**config.mk**
```make
export PLATFORM = sky130hd
export DESIGN_NAME = ste_chain_matcher
export DESIGN_NICKNAME = d
export VERILOG_FILES = /design/src/rtl/ste_match_pkg.sv /design/src/rtl/ste_cell.sv /design/src/rtl/ste_chain_matcher.sv
export SDC_FILE = /design/constraint.sdc
export NUM_CORES = 1
export LEC_CHECK = 0
export CAP_MARGIN = 20
export CORE_ASPECT_RATIO = 1.75
export CORE_MARGIN = 2
export CORE_UTILIZATION = 36
export CTS_BUF_LIST = sky130_fd_sc_hd__clkbuf_4 sky130_fd_sc_hd__clkbuf_8
export CTS_CLUSTER_DIAMETER = 120
export DETAILED_ROUTE_END_ITERATION = 7
export GPL_ROUTABILITY_DRIVEN = 0
export HOLD_SLACK_MARGIN = 0.05
export PLACE_DENSITY = 0.53
export SLEW_MARGIN = 20
export SYNTH_ARGS = -nofsm -noshare
export SYNTH_HDL_FRONTEND = slang
export SYNTH_SLANG_ARGS = --single-unit
```
**constraint.sdc**
```tcl
create_clock -name clock -period 5.85 [get_ports clock]
set_input_delay 1.17 -clock clock [delete_from_list [all_inputs] [get_ports clock]]
set_output_delay 1.17 -clock clock [all_outputs]
set_load 0.01 [all_outputs]
```
**src/rtl/ste_match_pkg.sv**
```systemverilog
// Shared defaults and helpers for the programmable STE literal matcher.
// Holds width helpers and the saturating increment used by the counters.
package ste_match_pkg;

  localparam int CHAR_W_DEFAULT = 8;

  function automatic int idx_width(input int n);
    if (n > 1) begin
      return $clog2(n);
    end else begin
      return 1;
    end
  endfunction

  function automatic int len_width(input int n);
    return $clog2(n + 1);
  endfunction

  // Increment v, holding at the all-ones value of a w-bit counter.
  function automatic logic [63:0] sat_inc(input logic [63:0] v, input int w);
    logic [63:0] top;
    if (w >= 64) begin
      top = {64{1'b1}};
    end else begin
      top = (64'd1 << w) - 64'd1;
    end
    if (v >= top) begin
      return v;
    end else begin
      return v + 64'd1;
    end
  endfunction

endpackage

```
**src/rtl/ste_cell.sv**
```systemverilog
// One STE position: programmable literal/wildcard, compare, and the
// active-state flip-flop fed by its predecessor.
module ste_cell
  import ste_match_pkg::*;
#(
  parameter int CHAR_W = CHAR_W_DEFAULT
) (
  input  logic              clock,
  input  logic              reset_n,
  input  logic              wr,
  input  logic [CHAR_W-1:0] cfg_char,
  input  logic              cfg_wild,
  input  logic              clr,
  input  logic              acc,
  input  logic              last,
  input  logic [CHAR_W-1:0] character,
  input  logic              pred,
  output logic              s,
  output logic              n
);

  logic [CHAR_W-1:0] pat_r;
  logic              wild_r;
  logic              s_r;
  logic              eq_s;

  // Position compare and next-state term.
  always_comb begin
    eq_s = wild_r || (character == pat_r);
    n    = pred && eq_s;
  end

  // Pattern registers, written only through the config port.
  always_ff @(posedge clock) begin
    if (!reset_n) begin
      pat_r  <= {CHAR_W{1'b0}};
      wild_r <= 1'b0;
    end else if (wr) begin
      pat_r  <= cfg_char;
      wild_r <= cfg_wild;
    end
  end

  // Active-state flop; a record end never carries partial matches forward.
  always_ff @(posedge clock) begin
    if (!reset_n) begin
      s_r <= 1'b0;
    end else if (clr) begin
      s_r <= 1'b0;
    end else if (acc) begin
      s_r <= last ? 1'b0 : n;
    end
  end

  assign s = s_r;

endmodule

```
**src/rtl/ste_chain_matcher.sv**
```systemverilog
// Programmable homogeneous-NFA literal matcher with record boundaries,
// anchored mode, and match position / count reporting.
module ste_chain_matcher
  import ste_match_pkg::*;
#(
  parameter int CHAR_W  = CHAR_W_DEFAULT,
  parameter int MAX_LEN = 16,
  parameter int CNT_W   = 32,
  localparam int IDX_W  = idx_width(MAX_LEN),
  localparam int LEN_W  = len_width(MAX_LEN)
) (
  input  logic              clock,
  input  logic              reset_n,
  input  logic              enable,
  input  logic              cfg_we,
  input  logic [IDX_W-1:0]  cfg_idx,
  input  logic [CHAR_W-1:0] cfg_char,
  input  logic              cfg_wild,
  input  logic              cfg_len_we,
  input  logic [LEN_W-1:0]  cfg_len,
  input  logic              cfg_anchored,
  input  logic              in_valid,
  input  logic [CHAR_W-1:0] character,
  input  logic              in_last,
  output logic              result,
  output logic [CNT_W-1:0]  match_pos,
  output logic [CNT_W-1:0]  match_count,
  output logic              HBM_CATTRIP
);

  logic [MAX_LEN-1:0] s_s, n_s, pred_s;
  logic               acc_s, clr_s, start_ok_s, hit_s;
  logic [LEN_W-1:0]   len_r, len_clamp_s;
  logic               anchored_r, at_start_r, result_r;
  logic [CNT_W-1:0]   offset_r, match_pos_r, match_count_r;
  logic [63:0]        off_inc_s, cnt_inc_s;

  assign acc_s = enable && in_valid;
  // Config is only honoured while matching is disabled; any write restarts the chain.
  assign clr_s = !enable && (cfg_we || cfg_len_we);

  // Anchored patterns may only start on the first character of a record.
  always_comb begin
    if (anchored_r) begin
      start_ok_s = at_start_r;
    end else begin
      start_ok_s = 1'b1;
    end
  end

  for (genvar i = 0; i < MAX_LEN; i++) begin : g_cell
    if (i == 0) begin : g_head
      assign pred_s[i] = start_ok_s;
    end else begin : g_link
      assign pred_s[i] = s_s[i-1];
    end

    ste_cell #(.CHAR_W(CHAR_W)) u_cell (
      .clock     (clock),
      .reset_n   (reset_n),
      .wr        (!enable && cfg_we && (cfg_idx == IDX_W'(i))),
      .cfg_char  (cfg_char),
      .cfg_wild  (cfg_wild),
      .clr       (clr_s),
      .acc       (acc_s),
      .last      (in_last),
      .character (character),
      .pred      (pred_s[i]),
      .s         (s_s[i]),
      .n         (n_s[i])
    );
  end

  // Select the final position's term; len of zero selects nothing.
  always_comb begin
    hit_s = 1'b0;
    for (int i = 0; i < MAX_LEN; i++) begin
      if (len_r == LEN_W'(i + 1)) begin
        hit_s = n_s[i];
      end else begin
        hit_s = hit_s;
      end
    end
  end

  // Length clamp to the number of physical positions.
  always_comb begin
    if (cfg_len > LEN_W'(MAX_LEN)) begin
      len_clamp_s = LEN_W'(MAX_LEN);
    end else begin
      len_clamp_s = cfg_len;
    end
  end

  assign off_inc_s = sat_inc(64'(offset_r), CNT_W);
  assign cnt_inc_s = sat_inc(64'(match_count_r), CNT_W);

  // Length/mode, record offset, match reporting and result pulse.
  always_ff @(posedge clock) begin
    if (!reset_n) begin
      len_r         <= {LEN_W{1'b0}};
      anchored_r    <= 1'b0;
      at_start_r    <= 1'b1;
      offset_r      <= {CNT_W{1'b0}};
      match_pos_r   <= {CNT_W{1'b0}};
      match_count_r <= {CNT_W{1'b0}};
      result_r      <= 1'b0;
    end else begin
      if (!enable && cfg_len_we) begin
        len_r      <= len_clamp_s;
        anchored_r <= cfg_anchored;
      end
      if (clr_s) begin
        at_start_r <= 1'b1;
      end else if (acc_s) begin
        at_start_r <= in_last;
        offset_r   <= in_last ? {CNT_W{1'b0}} : off_inc_s[CNT_W-1:0];
        if (hit_s) begin
          match_pos_r   <= offset_r;
          match_count_r <= cnt_inc_s[CNT_W-1:0];
        end
      end
      result_r <= acc_s && hit_s;
    end
  end

  assign result      = result_r;
  assign match_pos   = match_pos_r;
  assign match_count = match_count_r;
  assign HBM_CATTRIP = 1'b0;

endmodule

```
==> summary.txt, run 1 <==
Clock network
  • CTS tree: done
  • H-tree depth: 2
  • Clock buffer depth: 3
  • Post-CTS setup repair buffer count: 0
  • Clk_lat worst skew: between 0.5 and 0.6 ns
  • Root Buffer: clkbuf_8
  • Hold Buf Count CTS: 0
  • Post-CTS sizing: 0
  • Clock-pin slew on the worst setup and hold paths: 0.06 ns
  • TritonCTS buffer count: between 40 and 50
  • Clock sink total: ~260

Power
  • Clock Power Share: 0.461
  • Sequential Power Share: 0.475
  • Comb power frac: 0.064
  • Power, Total: approximately 3800 uW
  • Internal Power: 2870 uW
  • Worst VDD drop: between 0.1 and 0.15 mV
  • Pleak: 0.00577 uW
  • Psw: between 900 and 1000 uW
  • Power density over the cells: between 200 and 300 mW/mm^2
  • Switching share of power: 0.246

Finish
  • Area grow syn2layout: 19.6%
  • Share of layout cells above drive strength 1: 0.0801
  • Fin nets: about 1,500
  • Final instance area: between 0.01 and 0.015 mm^2

Synthesis
  • Top post-synthesis cells by area: dfxtp_1 43%, mux2i_1 15%, xor2_1 9.7%, nor2_1 5.9%, nand2_1 4.4%
  • Compound-Gate Fraction of Synth Area: 0.0571
  • Syn Area/Cell: 8.95 um^2
  • Synth Area in Simple Gates: 0.214
  • Yosys warns: 0
  • Post-synth EDFFs: 0
  • Cell Area, Synth: 0.0122 mm^2
  • XOR/XNOR Fraction of Synth Area: 0.110
  • Synthesized flop and latch total: around 260
  • Post-synth ARST share: 0
  • Sequential-to-total area share from yosys stat: 0.433
  • Unique masters post-synth: 55
  • Synthesized Nets: roughly 1,400
  • Post-Synth Adder-Cell Area: 0.00206
  • Mux share of post-synthesis cell area: 0.150
  • Area leader, netlist: dfxtp_1
  • Post-synth top flop: dfxtp_1
  • Synthesized instance count: roughly 1,400
  • Largest family of logic cells by synthesized area: simple AND/OR/NAND/NOR gates
  • Area share of the largest cell type after synthesis: 0.433

Timing
  • Final Max Tran Viols: 0
  • Final min period: 4.41 ns
  • Fin. Hold Viols: 0
  • Worst slew pin tran: ~1.1 ns
  • Clock skew: about 0.022 ns
  • Final setup violation count: 0
  • Slew HR: 0.295
  • Tcrit/Tclk final: 0.754
  • Fmax: 0.227 GHz
  • Fin Setup TNS: 0 ns
  • RSZ-0062 raised after global routing: no

Setup path
  • Crit Reg-Reg Startpoint: g_cell[2].u_cell.pat_r[2]
  • CP Buf/Inv Count: 3
  • Worst path max stage delay: 0.90 ns
  • Peak fanout along the critical path: 50
  • Crit-path leading delay family: buffers and inverters
  • Critical path class: in -> reg
  • Reg2reg path depth: 10
  • R2R setup slack: roughly 2.6 ns
  • Critical Path Start: character[7]
  • Setup crit start kind: input pin
  • CP Capture Type: register
  • CP cell instances: clkdlybuf4s50_1 -> buf_4 -> xor2_1 -> nor4_1 -> a41o_1 -> a31oi_1 -> o2bb2ai_1 -> a31oi_1 -> nor4_4 -> buf_4 -> or4_1 -> a21oi_1
  • Critical Path RT: 6.36 ns
  • Slowest library cell on the worst path: clkdlybuf4s50_1
  • Worst EP arrival: 4.92 ns
  • RR Endpoint: match_count[19]

Floorplan
  • Initial Util: 0.363
  • Die Wd: between 100 and 150 um
  • Std cell rows: 89
  • DIE AREA: ~0.035 mm^2
  • Die Ht: roughly 250 um
  • Core Region: ~0.034 mm^2
  • I/O pins: 100

Global route
  • Initial antenna violation count: 1
  • First-pass GRT wire length: approximately 52,000 um
  • Largest net degree at the start of global routing: 76
  • Congestion Overflow GR: 0
  • Vias in the first global route: between 9,000 and 10,000
  • Total GRT Usage: 0.188

Min path
  • Hold endpoint: match_pos[1]
  • Worst hold path startpoint: match_pos[1]
  • Hold Path Depth: 2
  • Min-Delay Path Class: reg -> reg

Routing
  • Post-route ant nets: 0
  • Via count: around 9,600
  • Vias per cell: about 5
  • Final wirelength: 33,100 um
  • DRT Pass-1 Iters: 4
  • DR iter-0 viols: 450
  • Mean routed wirelength per cell: between 15 and 20 um
  • DRC violations left: 0

Outcome
  • Status: finished, final reports clean

Placement
  • Buffers on Ports: between 90 and 100
  • Placed cell area: ~0.014 mm^2
  • Hpwl dp: roughly 22,000 um

Run
  • Max-cap viol count: 0
[layer usage]
metal,up-vias,track usage,routed length (um)
met5,-,0,0
li1,4804,-,-
met3,59,0.0287,1130
met2,149,0.341,17000
met4,0,0.0728,1080
met1,4574,0.219,13900
[how the worst max path moves through the flow]
stage | endpoint | slack [ns] | depth (start not counted)
after floorplan | match_count[13] | 2.15 | 12
after global placement | match_count[17] | 0.81 | 12
after detailed placement | match_count[19] | 0.86 | 12
after CTS | match_count[30] | 1.50 | 12
after global routing | match_count[23] | 1.23 | 11
final | match_count[19] | 1.44 | 12
[layout by cell type, fill, tap and decap left out, types with 2 or more instances in the layout]
cell	Yosys	final
a21oi_1	63	63
a22oi_1	6	6
a31oi_1	4	4
and2_1	5	5
and3_1	12	12
and4_1	7	7
buf_4	1	30
clkbuf_4	0	15
clkbuf_8	0	55
clkdlybuf4s50_1	0	97
clkinv_2	0	2
dfxtp_1	263	263
ha_1	2	2
inv_1	10	9
inv_6	0	2
mux2i_1	182	182
nand2_1	141	140
nand2b_1	23	23
nand3_1	38	38
nand3b_1	10	10
nand4_1	13	13
nor2_1	190	190
nor2b_1	15	13
nor3_1	12	12
nor3b_1	7	7
nor4_1	37	36
nor4b_1	6	6
o21ai_0	13	13
o311ai_0	4	4
o31ai_1	8	8
o41ai_1	4	4
or2_2	2	2
or3_1	11	11
or3b_1	2	2
or4_1	8	8
xnor2_1	18	18
xor2_1	134	134
[power groups by stage]
stage               Sequential, uW  Combinational (uW)  Clock [uW]
finish                        1810                 243        1760
global route                  1810                 264        1880
CTS                           1810                 245        1810
detailed placement            1850                 244           0
global placement              1850                 245           0
floorplan                     1850                 152           0
[cell families (layout without fill, tap and decap cells)]
kind of cell               Yosys count  after routing
DFF                                263            263
muxes                              182            182
buffers and inverters               99            214
and+or+nand+nor                    544            544
xor gates and xnor gates           152            152
other                                1              2
AOI/OAI and AO/OA                  115            115
adders and majority gates            2              2
[cells in the mapped netlist, types with 4 or more instances]
cell and number:
a21oi_1 63, a22oi_1 6, a31oi_1 4, and2_1 5, and3_1 12, and4_1 7, buf_2 20, clkbuf_1 64
dfxtp_1 263, inv_1 10, mux2i_1 182, nand2_1 141, nand2b_1 23, nand3_1 38, nand3b_1 10, nand4_1 13
nor2_1 190, nor2b_1 15, nor3_1 12, nor3b_1 7, nor4_1 37, nor4b_1 6, o21ai_0 13, o311ai_0 4
o31ai_1 8, o41ai_1 4, or3_1 11, or4_1 8, xnor2_1 18, xor2_1 134
[area by class of cell]
class | count | area [um^2]
diodes | 1 | 2.50
clock buffers | 70 | 870
clock inverters | 6 | 68.8
fillers | 3307 | 19000
inverters | 10 | 40.0
multi-input cells | 996 | 6510
flip-flops and latches | 263 | 5270
well taps | 455 | 569
repair buffers | 128 | 1220
[per-stage QoR]
step                      worst slack [ns]  hold slack [ns]   util  instances
after floorplan                       2.15            0.427      -       1358
after global placement               0.814            0.445  0.406       1852
after detailed placement             0.861            0.445  0.406       1852
after CTS                             1.50            0.456  0.434       1928
after global routing                  1.23            0.471  0.434       1929
final                                 1.44            0.455  0.434       1929
[worst register-to-register path, stage by stage (launching register included)]
cell	delay, ns
dfxtp_1	0.33
xor2_1	0.17
nor4_1	0.38
a21oi_1	0.19
or3b_1	0.37
a311o_1	0.37
a311oi_2	0.28
nor4_4	0.09
buf_4	0.27
or4_1	0.57
a21oi_1	0.14
[registers in the layout, indices dropped and copies added, names as in the netlist]
name and flops:
result 1, match_count 32, g_cell.u_cell.pat_r 128, match_pos 32
g_cell.u_cell.wild_r 16, len_r 5, g_cell.u_cell.s 15, at_start_r 1
offset_r 32, anchored_r 1
Note: power is estimated with default switching activity, not from simulation.
==> run 2: changes to the inputs <==
==> constraint.sdc (replaced) <==
create_clock -name clock -period 4.4 [get_ports clock]
set_input_delay 0.88 -clock clock [delete_from_list [all_inputs] [get_ports clock]]
set_output_delay 0.88 -clock clock [all_outputs]
set_load 0.01 [all_outputs]
==> summary.txt, run 2 (same netlist as run 1, synthesis figures left out) <==
Setup path
  • RR Endpoint: match_count[7]
  • CP Capture Type: register
  • Critical path class: in -> reg
  • Setup crit start kind: input pin
  • Critical Path RT: 4.90 ns
  • Peak fanout along the critical path: 51
  • Critical Path Start: character[5]
  • Worst EP arrival: around 4.2 ns
  • Reg2reg path depth: 10
  • R2R setup slack: about 1.3 ns
  • Crit Reg-Reg Startpoint: g_cell[2].u_cell.pat_r[5]
  • Worst setup path endpoint: match_count[7]

Power
  • Pleak: 0.00584 uW
  • Power density over the cells: between 300 and 400 mW/mm^2
  • Sequential Power Share: 0.480
  • Switching share of power: 0.246
  • Worst VDD drop: approximately 0.28 mV
  • Comb power frac: 0.069
  • Power, Total: roughly 5000 uW
  • Psw: roughly 1200 uW
  • Clock Power Share: 0.452
  • Internal Power: approximately 3800 uW

Clock network
  • Root Buffer: clkbuf_8
  • Post-CTS sizing: 0
  • Clock buffer depth: 3
  • H-tree depth: 2
  • Clk_lat worst skew: about 0.57 ns
  • Post-CTS setup repair buffer count: 0
  • Clock-pin slew on the worst setup and hold paths: around 0.060 ns
  • Clock sink total: around 260
  • CTS tree: done
  • TritonCTS buffer count: 42
  • Hold Buf Count CTS: 0

Floorplan
  • DIE AREA: around 0.035 mm^2
  • Std cell rows: between 80 and 90
  • Die Ht: 247 um
  • Die Wd: 143 um
  • Initial Util: 0.363
  • I/O pins: 100
  • Core Region: approximately 0.034 mm^2

Run
  • Max-cap viol count: 0

Placement
  • Buffers on Ports: between 90 and 100
  • Hpwl dp: ~22,000 um

Timing
  • Final min period: ~3.7 ns
  • Final setup violation count: 0
  • Fin Setup TNS: 0 ns
  • Fin. Hold Viols: 0
  • Tcrit/Tclk final: 0.837
  • Slew HR: 0.285
  • Clock skew: between 0.015 and 0.02 ns
  • Final Max Tran Viols: 0
  • RSZ-0062 raised after global routing: no
  • Fmax: between 0.2 and 0.3 GHz
  • Worst slew pin tran: 1.07 ns

Finish
  • Area grow syn2layout: 20.9%
  • Max reg flops: between 100 and 150
  • Share of layout cells above drive strength 1: 0.0825
  • Most frequent cells in the layout: 263 x dfxtp_1, 190 x nor2_1, 182 x mux2i_1, 141 x nand2_1, 134 x xor2_1
  • Leading cell type in the layout, fill and taps excluded: dfxtp_1
  • Largest reg by FF count: g_cell.u_cell.pat_r
  • Filler instances: ~3,300
  • Fin nets: 1,488

Global route
  • Vias in the first global route: about 9,600
  • Largest net degree at the start of global routing: 74
  • Congestion Overflow GR: 0
  • Total GRT Usage: 0.190
  • First-pass GRT wire length: between 50,000 and 60,000 um
  • Initial antenna violation count: 1

Min path
  • Worst hold path startpoint: g_cell[12].u_cell.s
  • Min-Delay Path Class: reg -> reg

Routing
  • Vias per cell: about 5
  • DRT Pass-1 Iters: 4
  • Final wirelength: 33,400 um
  • DR iter-0 viols: ~500
  • Via count: 9,715
  • Mean routed wirelength per cell: 17.2 um
  • DRC violations left: 0
  • Post-route ant nets: 0

Outcome
  • Status: finished, final reports clean
-- run 2: through the flow --
stage                     cell area, um^2  setup WS [ns]   util  cells  hold WS (ns)
after floorplan                     12200          0.989      -   1358         0.427
after global routing                14700          0.516  0.438   1935         0.475
after CTS                           14700          0.736  0.438   1934         0.453
after global placement              13800          0.114  0.411   1863         0.437
final                               14700          0.718  0.438   1935         0.454
after detailed placement            13800          0.120  0.411   1863         0.444
-- run 2: worst max-delay path, cell delays in order --
cell	delay, ns
clkdlybuf4s50_1	0.40
buf_4	0.18
xor2_1	0.14
nor4_1	0.42
a21oi_1	0.20
or3b_1	0.38
a311o_1	0.36
a311oi_2	0.26
nor4_4	0.09
buf_12	0.19
or4_1	0.51
a21oi_1	0.15
-- run 2: routing by layer --
layer | GRT usage | wire length (um) | vias to the layer above
met5 | 0 | 0 | -
met4 | 0.0679 | 908 | 0
met3 | 0.0250 | 1140 | 57
met2 | 0.351 | 17600 | 163
met1 | 0.221 | 13700 | 4679
li1 | - | - | 4816
-- run 2: worst min-delay path by stage --
stage	cells after the start	end
3_3_place_gp	2	g_cell[12].u_cell.s
4_1_cts	2	g_cell[12].u_cell.s
6_report	2	g_cell[12].u_cell.s
2_1_floorplan	2	g_cell[12].u_cell.s
5_1_grt	2	g_cell[0].u_cell.wild_r
3_5_place_dp	2	g_cell[12].u_cell.s
-- run 2: cell type report --
type / count / area, um^2 / area share
Sequential cell: 263 / 5270 / 0.358
Tap cell: 455 / 569 / 0.0388
Multi-Input combinational cell: 996 / 6500 / 0.443
Antenna cell: 1 / 2.50 / 0.000170
Inverter: 10 / 40.0 / 0.00273
Clock buffer: 66 / 840 / 0.0572
Timing Repair Buffer: 139 / 1410 / 0.0961
Clock inverter: 5 / 58.8 / 0.00400
-- run 2: power by group through the flow --
| stage | clock network (uW) | registers (uW) | logic [uW] |
|---|---|---|---|
| after floorplan | 0 | 2450 | 202 |
| after global placement | 0 | 2460 | 345 |
| after detailed placement | 0 | 2460 | 347 |
| after CTS | 2340 | 2410 | 348 |
| after global routing | 2440 | 2410 | 372 |
| final | 2270 | 2410 | 345 |
